===== config.mk =====
export PLATFORM = sky130hd
export DESIGN_NAME = sme_feeder
export DESIGN_NICKNAME = d
export VERILOG_FILES = /design/src/rtl/sme_pkg.sv /design/src/rtl/sme_feeder.sv
export SDC_FILE = /design/constraint.sdc
export NUM_CORES = 1
export LEC_CHECK = 0
export CAP_MARGIN = 20
export CELL_PAD_IN_SITES_DETAIL_PLACEMENT = 1
export CELL_PAD_IN_SITES_GLOBAL_PLACEMENT = 2
export CORE_ASPECT_RATIO = 2
export CORE_MARGIN = 4
export CORE_UTILIZATION = 47
export DETAILED_ROUTE_END_ITERATION = 12
export GPL_TIMING_DRIVEN = 0
export PLACE_DENSITY_LB_ADDON = 0.1
export SLEW_MARGIN = 20
export SYNTH_ARGS = -nofsm -noshare
export SYNTH_HDL_FRONTEND = slang
export SYNTH_SLANG_ARGS = --single-unit

===== constraint.sdc =====
create_clock -name clk -period 4.8 [get_ports clk]
set_clock_uncertainty 0.2 [all_clocks]
set_input_delay 0.48 -clock clk [delete_from_list [all_inputs] [get_ports clk]]
set_output_delay 0.48 -clock clk [all_outputs]
set_load 0.05 [all_outputs]

===== src/rtl/sme_pkg.sv =====
// Definitions shared between the SME and its record feeder: FSM states,
// default record limits and the pattern metacharacter codes.
package sme_pkg;

  typedef enum logic [1:0] {
    LOAD     = 2'd0,
    EMIT     = 2'd1,
    GAP      = 2'd2,
    WAIT_RES = 2'd3
  } state_t;

  localparam int STR_LEN_DEF = 32;
  localparam int PAT_LEN_DEF = 8;

  localparam logic [7:0] META_CARET  = 8'h5E;
  localparam logic [7:0] META_DOLLAR = 8'h24;
  localparam logic [7:0] META_DOT    = 8'h2E;
  localparam logic [7:0] META_STAR   = 8'h2A;
  localparam logic [7:0] SPACE       = 8'h20;

endpackage


===== src/rtl/sme_feeder.sv =====
// Buffers one framed string/pattern record and replays it to the SME as a
// gap-terminated burst, holding off new records until each pattern resolves.
module sme_feeder
  import sme_pkg::*;
#(
  parameter int STR_LEN = STR_LEN_DEF,
  parameter int PAT_LEN = PAT_LEN_DEF
) (
  input  logic       clk,
  input  logic       reset,
  // Upstream valid/ready: a byte transfers on any rising clk edge where
  // in_valid && in_ready; in_data/in_kind/in_last must be stable while
  // in_valid is high, and in_ready depends only on registered state.
  input  logic       in_valid,
  output logic       in_ready,
  input  logic [7:0] in_data,
  input  logic       in_kind,
  input  logic       in_last,
  output logic [7:0] chardata,
  output logic       isstring,
  output logic       ispattern,
  input  logic       sme_valid,
  output logic       busy,
  output logic       err_len,
  output logic       err_seq,
  output logic [7:0] pat_count,
  output state_t     state_dbg
);

  localparam logic [5:0] STR_LIM = 6'(STR_LEN);
  localparam logic [5:0] PAT_LIM = 6'(PAT_LEN);

  state_t     state_q, state_d;
  logic [5:0] len_q, idx_q;
  logic       kind_q, prev_string_q;
  logic       err_len_q, err_seq_q;
  logic [7:0] pat_count_q;
  logic [7:0] rec_buf [0:31];

  logic       hs;
  logic       kind_eff;
  logic [5:0] limit;
  logic       room;

  assign hs       = in_valid && (state_q == LOAD);
  // The first byte of a record carries its kind; later bytes use the latch.
  assign kind_eff = (len_q == 6'd0) ? in_kind : kind_q;
  assign limit    = kind_eff ? PAT_LIM : STR_LIM;
  assign room     = (len_q < limit);

  always_comb begin
    state_d = state_q;
    case (state_q)
      LOAD:     if (hs && in_last) state_d = EMIT;
      EMIT:     if (idx_q == len_q - 6'd1) state_d = GAP;
      GAP:      state_d = kind_q ? WAIT_RES : LOAD;
      WAIT_RES: if (sme_valid) state_d = LOAD;
      default:  state_d = LOAD;
    endcase
  end

  always_ff @(posedge clk or posedge reset) begin
    if (reset) begin
      state_q       <= LOAD;
      len_q         <= 6'd0;
      idx_q         <= 6'd0;
      kind_q        <= 1'b0;
      prev_string_q <= 1'b0;
      err_len_q     <= 1'b0;
      err_seq_q     <= 1'b0;
      pat_count_q   <= 8'd0;
    end else begin
      state_q <= state_d;
      case (state_q)
        LOAD: if (hs) begin
          if (len_q == 6'd0) kind_q <= in_kind;
          if (room) len_q <= len_q + 6'd1;
          else      err_len_q <= 1'b1;
          if (in_last) begin
            idx_q         <= 6'd0;
            if (!kind_eff && prev_string_q) err_seq_q <= 1'b1;
            prev_string_q <= !kind_eff;
          end
        end
        EMIT: idx_q <= idx_q + 6'd1;
        GAP: begin
          len_q <= 6'd0;
          idx_q <= 6'd0;
        end
        WAIT_RES: if (sme_valid) pat_count_q <= pat_count_q + 8'd1;
        default: ;
      endcase
    end
  end

  // Record storage needs no reset: len gates every read.
  always_ff @(posedge clk) begin
    if (hs && room) rec_buf[len_q[4:0]] <= in_data;
  end

  assign in_ready  = (state_q == LOAD);
  assign busy      = (state_q != LOAD);
  assign chardata  = (state_q == EMIT) ? rec_buf[idx_q[4:0]] : 8'h00;
  assign isstring  = (state_q == EMIT) && !kind_q;
  assign ispattern = (state_q == EMIT) && kind_q;
  assign err_len   = err_len_q;
  assign err_seq   = err_seq_q;
  assign pat_count = pat_count_q;
  assign state_dbg = state_q;

endmodule


# == Yosys cells after proc, flatten, opt, wreduce, memory -nomap -nowiden ==
# Memory sizes are Yosys's and may differ from the RTL's.
# Index checks and enable logic that the tools add are counted.
# op_classes
n_addsub,4
n_mul,0
div_mod_pow,0
order_cmp,1
n_eq_ne,10
n_shift,0
muxes,16
bitwise,1
n_reduce_logical,21
# op_table
operator,count
two-way mux 6 bit,5
one-hot mux 6 bit (3 select lines),1
AND reduction 3 bit,5
"adder 6 x 1 -> 6 bit, second input constant",2
one-hot mux 6 bit (2 select lines),1
"adder 8 x 1 -> 8 bit, second input constant",1
two-way mux 2 bit,4
two-way mux 8 bit,1
"inequality test 2 x 1 -> 1 bit, second input constant",4
one-hot mux 2 bit (4 select lines),1
equality test 6 bit,1
logical AND 1 bit,6
zero test 6 bit,1
< comparator 6 bit,1
"subtractor 6 x 1 -> 6 bit, second input constant",1
"equality test 2 bit, second input constant",2
"inequality test 2 bit, second input constant",2
AND reduction 2 bit,2
AND reduction 4 bit,1
nonzero test 2 bit,2
two-way mux 1 bit,3
nonzero test 3 bit,1
"equality test 2 x 1 -> 1 bit, second input constant",1
zero test 1 bit,2
2 further kinds,2
# word_totals
ff_bits,26
latch_bits,0
ram_bits,256
rom_bits,0
word_cells,62
mem_count,1
# mem_list
memory,words,width,rd,rd_clocked_by_memory_dff,wr,line,source
rec_buf,32,8,1,0,1,sme_feeder.sv:38,logic [7:0] rec_buf [0:31];

# == Depth between registers and ports, before layout ==
# depth
depth_word,7
ltp_mapped,13
depth_no_buf,12

# == Worst setup path before layout ==
# OpenSTA, ideal clock, no wires.
# synth_timing
kind,flip-flop to flip-flop
startpoint,register len_q[0]
endpoint,"memory rec_buf[10][0], enable pin"
setup_ns,0.370
arrival_ns,2.942
required_ns,4.230
path_slack_ns,1.288
stages_incl_launch_ff,14
n_path_buf,1
synth_period_minus_slack_ns,3.512
cell_sequence,dfrtp_1 inv_1 ha_1 nor2b_1 nand2_1 mux2i_1 inv_1 ha_1 nor4b_1 a21oi_1 a21boi_2 buf_6 nand3_2 nor2_1
# synth_via
elab_chain_len,7
# synth_lines
item,line,source
from (decl),sme_feeder.sv:34,"logic [5:0] len_q, idx_q;"
from (signal assigned),sme_feeder.sv:77,if (room) len_q <= len_q + 6'd1;
zero test 6 bit,sme_feeder.sv:47,assign kind_eff = (len_q == 6'd0) ? in_kind : kind_q;
two-way mux 1 bit,--,
named net kind_eff,sme_feeder.sv:41,logic kind_eff;
two-way mux 6 bit,sme_feeder.sv:48,assign limit = kind_eff ? PAT_LIM : STR_LIM;
< comparator 6 bit,sme_feeder.sv:49,assign room = (len_q < limit);
logical AND 1 bit,sme_feeder.sv:98,if (hs && room) rec_buf[len_q[4:0]] <= in_data;
two-way mux 1 bit,sme_feeder.sv:98,
two-way mux 1 bit (implied by the code),sme_feeder.sv:98,
to (decl),sme_feeder.sv:38,
# The timed path passes the listed nets, and every way through them passes these cells.

# == Worst setup path after layout ==
# layout_timing
startpoint,register len_q[0]
endpoint,"memory rec_buf[26][3], enable pin"
# The elaborated chain is that of the path after synthesis.

==> results.yml <==
setup_path:
  cp.arrival_ps: 4620
  critPathMaxStageDelay_ps: 830
  worst_setup_path_start_kind: "flip-flop"
  worst_path_max_delay_cell: "nor2_1"
  rr_worst_depth: 13
  worstPathCellList: "inv_1 -> ha_1 -> nor2b_1 -> nand2_1 -> mux2i_1 -> inv_1 -> ha_1 -> nor4b_1 -> a21oi_1 -> a21boi_2 -> buf_6 -> nand3_2 -> nor2_1"
  endpoint_kind: "flip-flop"
  crit_type: "flip-flop to flip-flop"
  worstPathMaxFanout: 10
  cp.required_ps: 4770
  rrSetupSlack_ps: 150
die:
  die_x_um: 120
  die_y_um: 232
  num_rows: 81
  die-area_um2: 27800
  ios: 38
  start_util_pct: 47.9
  coreArea_um2: 24500
routing:
  drc_errors: 0
  wl_per_cell_um: 26.9
  dr.pass1.iters: 4
  vias_per_cell: 5.78
  dr_total_vias: 6203
  wl_um: 28900
  antenna_left: 0
  drt_iter0_drc: 423
synth:
  ys_types: 60
  yosysMostFrequentCell: "edfxtp_1"
  synthCells: 660
  yosysSeqAreaShare_pct: 70.9
  yosysTopAreaCell: "edfxtp_1"
  synth-edff-count: 256
  yosys-top-cells-area: "edfxtp_1, dfrtp_1, mux4_1"
  synth_ff_type: "edfxtp_1"
  synth_top_area_share_pct: 65.4
  ys_async_sr_fraction_pct: 9.22
  yosys_warnings: 0
  synth.avg_cell_area_um2: 17.8
  synth_common_cells: "edfxtp_1, nor2_1, mux2i_1, nand2_1, dfrtp_1"
  synth_nets: 682
  synth.cell_area_um2: 11800
  ys_ff_latch: 282
pwr:
  total_power_mw: 7.37
  vdd_ir_drop_max_uv: 344
  power_density_nw_per_um2: 555
  leakagePower_nw: 4.48
placed_design:
  numPortBuffers: 37
  dp_cells: 1029
  place_congestion: 0.815
  placed_area_um2: 12500
  dp_hpwl_um: 20800
cts:
  ctsHoldBuffers: 0
  clk_latency_ps: 560
  cts_resized: 0
  htreeDepth: 1
  cts_buffers: 25
  root_buffer: "clkbuf_16"
  clk_pin_slew_ps: 70
  post_cts_buffers: 0
  cts_tree: "done"
  cts_buffer_depth: 3
  cts.sinks: 282
timing:
  fmax_mhz: 215
  slew_viol_final: 0
  setup_viol_count_final: 0
  timing.final.crit_share_pct: 96.9
  hold_slack_ps: 118
  layout_min_cycle_time_ps: 4650
  slew_headroom_pct: 36.3
  tightest_slew_ps: 952
  hold_viol: 0
  tns_ps: 0
  rsz0062_at_grt: "yes"
job:
  maxCapViolCount: 0
cells_and_area:
  multi_input_area_um2: 3100
  final-seq-area_um2: 8340
  num_antenna_cells: 0
  final_area_um2: 13300
  fillCellCount: 2289
  layoutNonFillerInstCount: 1074
  area_delta_synth_final_pct: 13.0
  nets: 746
  drive_gt1_share_pct: 14.4
grt:
  grt_pass1_vias: 6813
  grt_overflow_total: 0
  grt_pass1_wl_um: 43300
  antenna_found_initial: 0
  grt_max_degree: 33
  gr-usage-all-layers_pct: 21.6
hold_path:
  min_path_type: "primary input to async pin"
run_status:
  outcome: "finished, final reports clean"
-- per-stage QoR --
step                      setup slack [ps]  utilization, %
after floorplan                       1290               -
after global placement                 391            51.1
after detailed placement               137            51.1
after CTS                             99.1            54.3
after global routing                  -107            54.2
final                                  149            54.2
-- cell families (layout without fill, tap and decap cells) --
family	count (synthesis)	after routing	share of synthesized area, %
flops	282	282	70.9
fa+ha+maj	8	8	0.851
simple gates	128	128	5.31
mux	96	96	13.5
buf+inv	46	128	2.75
compound gates	86	86	5.60
xor+xnor	14	14	1.04
-- registers in the layout (all words and copies together), names as in the netlist --
signal         cells
kind_q             1
rec_buf          256
state_dbg          2
len_q              6
pat_count          8
idx_q              6
err_seq            1
err_len            1
prev_string_q      1
-- cell type report --
type / count / area share (%)
Buffer: 37 / 2.18
Clock inverter: 18 / 1.12
Inverter: 9 / 0.254
Multi-Input combinational cell: 332 / 23.3
Sequential cell: 282 / 62.8
Timing Repair Buffer: 37 / 2.49
Clock buffer: 27 / 4.77
Tap cell: 332 / 3.13
-- metal layers --
metal  wire length [um]  global-route usage (%)  vias to the layer above
li1                   -                       -                     2773
met2              16400                    41.6                      147
met4               1300                    9.79                        0
met5                  0                       0                        -
met1              10200                    23.5                     3235
met3               1030                    2.17                       48
-- power breakdown --
part | internal [mW] | switching (mW) | total [mW]
combinational | 1.04 | 1.62 | 2.66
clock | 1.07 | 0.864 | 1.93
sequential | 2.73 | 0.0549 | 2.78
total | 4.83 | 2.54 | 7.37
-- critical path, delay by kind of cell (launching register included) --
kind	cells	cell delay, ps
AND/OR/NAND/NOR	5	1680
flip-flops	1	510
buffers and inverters	3	480
adder cells (fa/ha/maj)	2	530
multiplexers	1	340
AO/OA/AOI/OAI	2	520
-- layout by cell type (no fill, tap or decap), drive strengths merged, types with 4 or more instances in the layout --
master         count
edfxtp           256
nor2              53
mux2i             50
mux4              44
clkbuf            40
buf               32
clkdlybuf4s50     29
nand2             27
dfrtp             26
a211oi            20
o21ai             15
nand3             14
inv               11
clkinv            11
xnor2              9
ha                 8
o22ai              7
nor2b              6
a221oi             6
a21oi              5
nand4              5
xor2               5
o221ai             5
nor3               4
and2               4
a31oi              4
-- worst paths after layout --
check	start	end
worst max-delay path	len_q[0]	rec_buf[26][3]
worst min-delay path	reset	idx_q[5]
worst max register to register	len_q[0]	rec_buf[26][3]
worst min register to register	err_len	err_len
max in group asynchronous	reset	state_dbg[0]
min in group clk	err_len	err_len
Power figures use the tool's default switching activity.
